--- config.mk ---
export PLATFORM = sky130hd
export DESIGN_NAME = fir_filter_mc
export DESIGN_NICKNAME = d
export VERILOG_FILES = /design/src/rtl/fir_filter_mc.sv
export SDC_FILE = /design/constraint.sdc
export NUM_CORES = 2
export LEC_CHECK = 0
export BUFFER_PORTS_ARGS = -buffer_cell sky130_fd_sc_hd__buf_2
export CAP_MARGIN = 20
export CORE_MARGIN = 2
export CORE_UTILIZATION = 28
export DETAILED_ROUTE_END_ITERATION = 16
export GPL_TIMING_DRIVEN = 0
export SYNTH_ARGS = -nofsm -noshare
export SYNTH_HDL_FRONTEND = slang
export SYNTH_SLANG_ARGS = --single-unit
--- constraint.sdc ---
create_clock -name clk_i -period 35.4 [get_ports clk_i]
set_input_delay 1.77 -clock clk_i [delete_from_list [all_inputs] [get_ports clk_i]]
set_output_delay 1.77 -clock clk_i [all_outputs]
set_load 0.02 [all_outputs]
--- src/rtl/fir_filter_mc.sv ---
// Time-multiplexed multi-channel FIR: one MAC walks all taps of one channel per sample,
// with shared run-time programmable coefficients, rounding/saturation and req/ack handshakes.
module fir_filter_mc #(
    parameter int Taps        = 16,
    parameter int NumChannels = 2,
    parameter int DataWidth   = 16,
    parameter int CoeffWidth  = 16,
    parameter int CoeffScale  = 12
) (
    input  logic                              clk_i,
    input  logic                              rst_ni,
    input  logic signed [DataWidth-1:0]       data_in_i,
    input  logic [$clog2(NumChannels):0]      data_in_ch_i,
    input  logic                              data_in_req_i,
    output logic                              data_in_ack_o,
    output logic signed [DataWidth-1:0]       data_out_o,
    output logic [$clog2(NumChannels):0]      data_out_ch_o,
    output logic                              data_out_req_o,
    input  logic                              data_out_ack_i,
    input  logic                              coeff_we_i,
    input  logic [$clog2(Taps)-1:0]           coeff_addr_i,
    input  logic signed [CoeffWidth-1:0]      coeff_data_i,
    output logic                              coeff_err_o
);

    localparam int TW     = $clog2(Taps);
    localparam int CIW    = (NumChannels > 1) ? $clog2(NumChannels) : 1;
    localparam int CHW    = $clog2(NumChannels) + 1;
    localparam int ProdW  = DataWidth + CoeffWidth;
    localparam int AccW   = DataWidth + CoeffWidth + $clog2(Taps);
    localparam int Depth  = 2 ** TW;
    localparam int Chans  = 2 ** CIW;
    localparam int RndSh  = (CoeffScale > 0) ? CoeffScale - 1 : 0;

    localparam logic [CHW-1:0] NumChLim = CHW'(NumChannels);
    localparam logic [TW-1:0]  LastTap  = TW'(Taps - 1);
    localparam logic [TW-1:0]  TapsMod  = TW'(Taps);

    localparam logic signed [AccW:0] RndTerm =
        (CoeffScale > 0) ? ({{AccW{1'b0}}, 1'b1} << RndSh) : '0;
    localparam logic signed [AccW:0] MaxVal =
        {{(AccW + 2 - DataWidth){1'b0}}, {(DataWidth - 1){1'b1}}};
    localparam logic signed [AccW:0] MinVal = ~MaxVal;

    typedef enum logic [1:0] {
        IDLE,
        LOAD,
        RUN,
        PROVIDE
    } state_e;

    state_e state_q, state_d;

    logic signed [CoeffWidth-1:0] coef_q [Depth];
    logic signed [DataWidth-1:0]  hist_q [Chans][Depth];
    logic [TW-1:0]                wptr_q [Chans];
    logic [TW-1:0]                k_q;
    logic [CHW-1:0]               ch_q;
    logic signed [AccW-1:0]       acc_q;

    logic [CIW-1:0]               cur_ch;
    logic [CIW-1:0]               in_ch;
    logic [TW-1:0]                wp_cur;
    logic [TW-1:0]                wp_next;
    logic [TW-1:0]                tap_idx;
    logic signed [ProdW-1:0]      prod;
    logic signed [AccW-1:0]       acc_base;
    logic signed [AccW-1:0]       acc_sum;
    logic                         ch_valid;
    logic                         k_last;

    // Round half up, then clamp to the output range.
    function automatic logic signed [DataWidth-1:0] round_sat(input logic signed [AccW-1:0] a);
        logic signed [AccW:0] r;
        r = {a[AccW-1], a} + RndTerm;
        r = r >>> CoeffScale;
        if (r > MaxVal) begin
            return MaxVal[DataWidth-1:0];
        end else if (r < MinVal) begin
            return MinVal[DataWidth-1:0];
        end
        return r[DataWidth-1:0];
    endfunction

    always_comb begin
        ch_valid = (data_in_ch_i < NumChLim);
        in_ch    = data_in_ch_i[CIW-1:0];
        cur_ch   = ch_q[CIW-1:0];
        wp_cur   = wptr_q[cur_ch];
        k_last   = (k_q == LastTap);
        if (wp_cur >= k_q) begin
            tap_idx = wp_cur - k_q;
        end else begin
            tap_idx = wp_cur + TapsMod - k_q;
        end
        wp_next  = (wp_cur == LastTap) ? '0 : wp_cur + 1'b1;
        prod     = ProdW'(coef_q[k_q]) * ProdW'(hist_q[cur_ch][tap_idx]);
        if (k_q == '0) begin
            acc_base = '0;
        end else begin
            acc_base = acc_q;
        end
        acc_sum  = acc_base + AccW'(prod);
    end

    always_comb begin
        state_d        = state_q;
        data_in_ack_o  = 1'b0;
        data_out_req_o = 1'b0;
        case (state_q)
            IDLE: begin
                if (data_in_req_i) state_d = LOAD;
            end
            LOAD: begin
                data_in_ack_o = 1'b1;
                state_d       = ch_valid ? RUN : IDLE;
            end
            RUN: begin
                if (k_last) state_d = PROVIDE;
            end
            PROVIDE: begin
                data_out_req_o = 1'b1;
                if (data_out_ack_i) state_d = data_in_req_i ? LOAD : IDLE;
            end
            default: state_d = IDLE;
        endcase
    end

    always_ff @(posedge clk_i) begin
        if (!rst_ni) begin
            state_q <= IDLE;
        end else begin
            state_q <= state_d;
        end
    end

    always_ff @(posedge clk_i) begin
        if (!rst_ni) begin
            for (int i = 0; i < Depth; i++) coef_q[i] <= '0;
            for (int c = 0; c < Chans; c++) begin
                wptr_q[c] <= '0;
                for (int i = 0; i < Depth; i++) hist_q[c][i] <= '0;
            end
            k_q           <= '0;
            ch_q          <= '0;
            acc_q         <= '0;
            data_out_o    <= '0;
            data_out_ch_o <= '0;
            coeff_err_o   <= 1'b0;
        end else begin
            // Coefficients may only change while no computation is in flight.
            if (coeff_we_i) begin
                if (state_q == IDLE) begin
                    coef_q[coeff_addr_i] <= coeff_data_i;
                end else begin
                    coeff_err_o <= 1'b1;
                end
            end
            case (state_q)
                LOAD: begin
                    if (ch_valid) begin
                        hist_q[in_ch][wptr_q[in_ch]] <= data_in_i;
                        ch_q <= data_in_ch_i;
                        k_q  <= '0;
                    end
                end
                RUN: begin
                    acc_q <= acc_sum;
                    if (k_last) begin
                        // Final tap: publish result and retire the sample slot.
                        data_out_o     <= round_sat(acc_sum);
                        data_out_ch_o  <= ch_q;
                        wptr_q[cur_ch] <= wp_next;
                        k_q            <= '0;
                    end else begin
                        k_q <= k_q + 1'b1;
                    end
                end
                default: ;
            endcase
        end
    end

endmodule

* Yosys cells after proc, flatten, opt, wreduce, memory -nomap -nowiden
Memory sizes are Yosys's and may differ from the RTL's. A register that Yosys moved wholly into a read port is not among the register bits.
Cells that the tools add are included.
** Word-level totals
- Bits in registers :: 63
- Memories kept :: 3
- Bits in latches :: 0
- Input bits :: 43
- Memory bits (writable) :: 776
- Memory bits (read-only) :: 0
** Memory list
- hist_q :: words 2, bits a word 256, read ports 1, clocked after memory_dff 1, write ports 2, line 55 : logic signed [DataWidth-1:0] hist_q [Chans][Depth];
- coef_q :: words 16, bits a word 16, read ports 1, clocked after memory_dff 1, write ports 16, line 54 : logic signed [CoeffWidth-1:0] coef_q [Depth];
- wptr_q :: words 2, bits a word 4, read ports 2, clocked after memory_dff 1, write ports 2, line 56 : logic [TW-1:0] wptr_q [Chans];
** Operators by class
- Shifts and indexed selects :: 0
- Add/sub/neg operators :: 5
- Reduce and logical (&&, ||, !) cells :: 12
- Divide/modulo/power cells :: 0
- Muxes and demuxes :: 54
- Multipliers :: 1
- Bitwise operators :: 3
- Equality and inequality tests :: 9
- $lt $le $gt $ge :: 6
** Operator list (count)
- 256-bit two-way mux :: 3
- 256-bit OR reduction :: 1
- 16-bit two-way mux :: 7
- 16-bit binary-select mux with 4-bit select :: 1
- 16-bit demux with 4-bit select :: 1
- 36-bit by 13-bit adder with 37-bit output (second input constant) :: 1
- 36-bit by 32-bit adder with 36-bit output :: 1
- 36-bit two-way mux :: 1
- 16-bit by 16-bit multiplier with 32-bit output :: 1
- 1-bit two-way mux :: 28
- 4-bit two-way mux :: 7
- 25-bit by 16-bit > comparator with 1-bit output (second input constant) :: 1
- 25-bit by 16-bit less-than comparator with 1-bit output (second input constant) :: 1
- 16-bit OR reduction :: 1
- 5-bit greater-or-equal comparator (second input constant) :: 2
- 4-bit inverter with 5-bit output :: 2
- 4-bit by 1-bit adder with 4-bit output (second input constant) :: 2
- 4-bit equality test (second input constant) :: 2
- 2-bit two-way mux :: 4
- 2-bit != test (second input constant) :: 4
- 2-bit case mux with 4 select lines :: 1
- 4-bit case mux with 2 select lines :: 1
- 2-bit AND reduction :: 4
- 5-bit by 1-bit less-than comparator with 1-bit output (second input constant) :: 1
- other kinds (11) :: 12

* Logic depth before layout (Yosys ltp)
- Word-level depth :: 15
- Mapped depth :: 44
- Gate-level depth less buffers :: 36

* Worst setup path after synthesis
No wires, ideal clock.
- Path kind :: reg-to-reg
- Start :: register (tool-made name)
- End :: register data_out_o[0]
- Arrival :: 11.611 ns
- Slack :: 23.667 ns
- Path buffers :: 8
- Stages on the path, launching flop included :: 40
- Path through :: dfxtp_1 buf_2 buf_1 clkbuf_1 buf_1 mux2_2 ha_1 a21o_1 a21oi_1 xnor2_1 clkbuf_1 mux4_2 mux2i_1 clkbuf_1 nor2_1 fa_1 inv_1 fa_1 [... 4 more ...] inv_1 fa_1 inv_1 ha_1 buf_2 a211oi_1 nor2_1 o31ai_1 o21ai_1 xnor2_1 or4b_4 nor4_4 and2_1 mux2i_1 o211ai_1 o31ai_4 buf_6 a21oi_2
** RTL lines
- end signal, assigned :: line 171 : data_out_o <= round_sat(acc_sum);
- end, declared :: line 16 : output logic signed [DataWidth-1:0] data_out_o,

==> flow_summary_export.csv <==
group,metric,value,unit
timing,drv_slew,0,
detailed_routing,dr_wl_met2,71200,um
floorplan,die_w,422,um
critical_path,crit_path_start_kind,"register",
final_layout,syn2layout_area_growth,15.1,%
placed_design,place_ws,19250,ps
run,drv_cap,0,
timing,finalSetupTns,0,ps
timing,rsz0062_at_grt,"false",
global_routing,grt_max_degree,18,
critical_path,arrival,16400,ps
global_routing,grt_pass1_wl,212000,um
global_routing,antenna_found_initial,7,
floorplan,die_area,0.178,sq mm
detailed_routing,wl_per_cell,22.3,um
critical_path,slowest_delay,950,ps
clock_tree,cts_hold_buf,0,
floorplan,core,0.174,sq mm
yosys,synth_area_leader_cell,"edfxtp_1",
clock_tree,h-tree-depth,3,
yosys,ys.flop_type,"edfxtp_1",
critical_path,ff2ff_path_depth,39,
timing,period_needed,15840,ps
critical_path,cp_slowest_cell,"mux2i_1",
floorplan,io_pins,64,
run_status,status,"finished clean",
floorplan,rows,153,
critical_path,timing.rr.end,"data_out_o[14]$_SDFFE_PN0P_",
final_layout,fill_cells,17200,
yosys,yosys_register_bits,844,
final_layout,drive_above_1_share,14.9,%
yosys,ys_top_cells_by_count,"edfxtp_1, nor2_1, inv_1, fa_1, and2_1",
clock_tree,cts_buffers,91,
yosys,synth_edf_count,776,
clock_tree,worstSkewPairLatency,720,ps
timing,max_freq,0.0631,GHz
min_path,min-delay-start,"acc_q[23]$_SDFFE_PN0P_",
detailed_routing,drcViolationCount,0,
global_routing,gr-total-overflow,0,
placed_design,port_buffers,63,
detailed_routing,wl_met3,9260,um
timing,setup_violations,0,
placed_design,dp_hpwl,105000,um
yosys,syn_area,0.0490,sq mm
clock_tree,clk_root_buffer_cell,"clkbuf_16",
yosys,ys_seq_area_share,50.3,%
floorplan,initial_utilization,28.2,%
timing,finalHoldViolations,0,
yosys,async_reset_ff_share,0,%
critical_path,worstPathMaxFanout,10,
detailed_routing,drtAntennaViolNets,0,
critical_path,crit_top_cell,"fa_1",
timing,max_slew_margin,18.0,%
yosys,netlist_instances,3735,
detailed_routing,viasPerCell,4.85,
floorplan,die_h,422,um
clock_tree,clk_pin_slew,60,ps
yosys,synth.avg_cell_area,13.1,sq um
yosys,synth_fp_nets,4207,
clock_tree,clock_sinks,844,
yosys,synth_most_common_cell,"edfxtp_1",
detailed_routing,dr.first_iter.drc_count,3087,
clock_tree,clock_path_buffers,3,
timing,tightest_slew,1200,ps
yosys,yosys_warnings,0,
clock_tree,cts_resized,0,
detailed_routing,dr.max_layer_used,"met4",
detailed_routing,drt_first_pass_iters,5,
timing,skew,77.5,ps
detailed_routing,m1WireLength,57300,um
global_routing,grt_use_total,15.9,%
yosys,yosysUniqueCellTypes,87,
critical_path,worstSetupPathType,"register to register",
critical_path,crit_end,"data_out_o[14]$_SDFFE_PN0P_",
yosys,ys_top_cells_by_area,"edfxtp_1, fa_1, mux4_2, and2_1, nor2_1",
timing,finalWorstSetupSlack,19560,ps
placed_design,gp_congestion,0.888,
final_layout,fin_nets,4427,
yosys,yosys.area.top_type_share,47.5,%
clock_tree,post_cts.repair.setup_buffers,0,
timing,finalCritPeriodShare,44.7,%
detailed_routing,finalWirelength,142000,um
critical_path,critPathCaptureType,"register",
min_path,min_path_type,"register to register",
global_routing,grt_pass1_vias,32400,
critical_path,cp_data_required_time,35970,ps
critical_path,reg2reg_slack,19560,ps
detailed_routing,vias,30800,
clock_tree,cts_tree,"yes",
## how the worst min path moves through the flow
stage | slack, ps | to | cells after the start
final | 460 | acc_q[23]$_SDFFE_PN0P_ | 2
after global routing | 490 | coeff_err_o$_SDFFE_PN0P_ | 1
after CTS | 460 | acc_q[23]$_SDFFE_PN0P_ | 2
after detailed placement | 460 | acc_q[35]$_SDFFE_PN0P_ | 2
after global placement | 450 | acc_q[35]$_SDFFE_PN0P_ | 2
after floorplan | 440 | acc_q[8]$_SDFFE_PN0P_ | 2
## worst max-delay path: cells and delay by family (launching register included)
family	cells	cell delay, ps
adders and majority gates	8	3550
buffers and inverters	14	5870
muxes	6	2680
DFF	1	310
and+or+nand+nor	4	1240
AOI/OAI and AO/OA	7	1970
## cell families after synthesis
logic type      Yosys count  share of synthesized area (%)
compound gates          287                           4.01
fa+ha+maj               429                           15.8
buf+inv                 591                           4.58
mux                     276                           11.5
xor+xnor                 52                          0.929
simple gates           1256                           12.9
flops                   844                           50.3
## state kept, by name, summed over array words and instances (netlist names), named ones only
signal         cells
state_q            1
data_out_ch_o      2
ch_q               2
hist_q           512
wptr_q             8
coef_q           256
k_q                4
data_out_o        16
coeff_err_o        1
acc_q             36
## placed cells by master, fill, tap and decap left out, types with 48 or more instances in the layout
master       n
a21oi_1     48
and2_1     297
buf_2       70
clkbuf_1   195
clkbuf_16   91
dfxtp_1     68
edfxtp_1   776
fa_1       316
ha_1       113
inv_1      381
mux4_2     227
nand2_1    201
nand2b_1    99
nor2_1     420
nor2b_1     84
o21ai_0     49
## layout make-up
type | instances | area, sq um | share of cell area [%]
flip-flops and latches | 844 | 24700 | 43.7
repair buffers | 127 | 1300 | 2.30
clock inverters | 54 | 624 | 1.11
inverters | 382 | 1430 | 2.54
diodes | 3 | 7.51 | 0.0133
multi-input cells | 2300 | 22300 | 39.5
plain buffers | 209 | 810 | 1.43
clock buffers | 115 | 2420 | 4.28
well taps | 2325 | 2910 | 5.15
## per-stage QoR
step | utilization (%) | cell area, sq um | std cells | hold slack, ps
3_5_place_dp | 30.5 | 53200 | 6172 | 456
6_report | 32.4 | 56400 | 6359 | 461
3_3_place_gp | 30.0 | 52300 | 6123 | 451
5_1_grt | 32.4 | 56400 | 6357 | 486
4_1_cts | 32.3 | 56200 | 6341 | 462
2_1_floorplan | - | 49000 | 3735 | 436
## routing by layer
| metal | up-vias | track usage, % |
|---|---|---|
| li1 | 13400 | - |
| met1 | 16100 | 20.6 |
| met2 | 1102 | 27.3 |
| met3 | 215 | 2.39 |
| met4 | 0 | 5.01 |
| met5 | - | 0 |
Power is left out: the tool's default activity adds up to more than one toggle a clock period on the data nets, which glitch-free logic cannot reach.
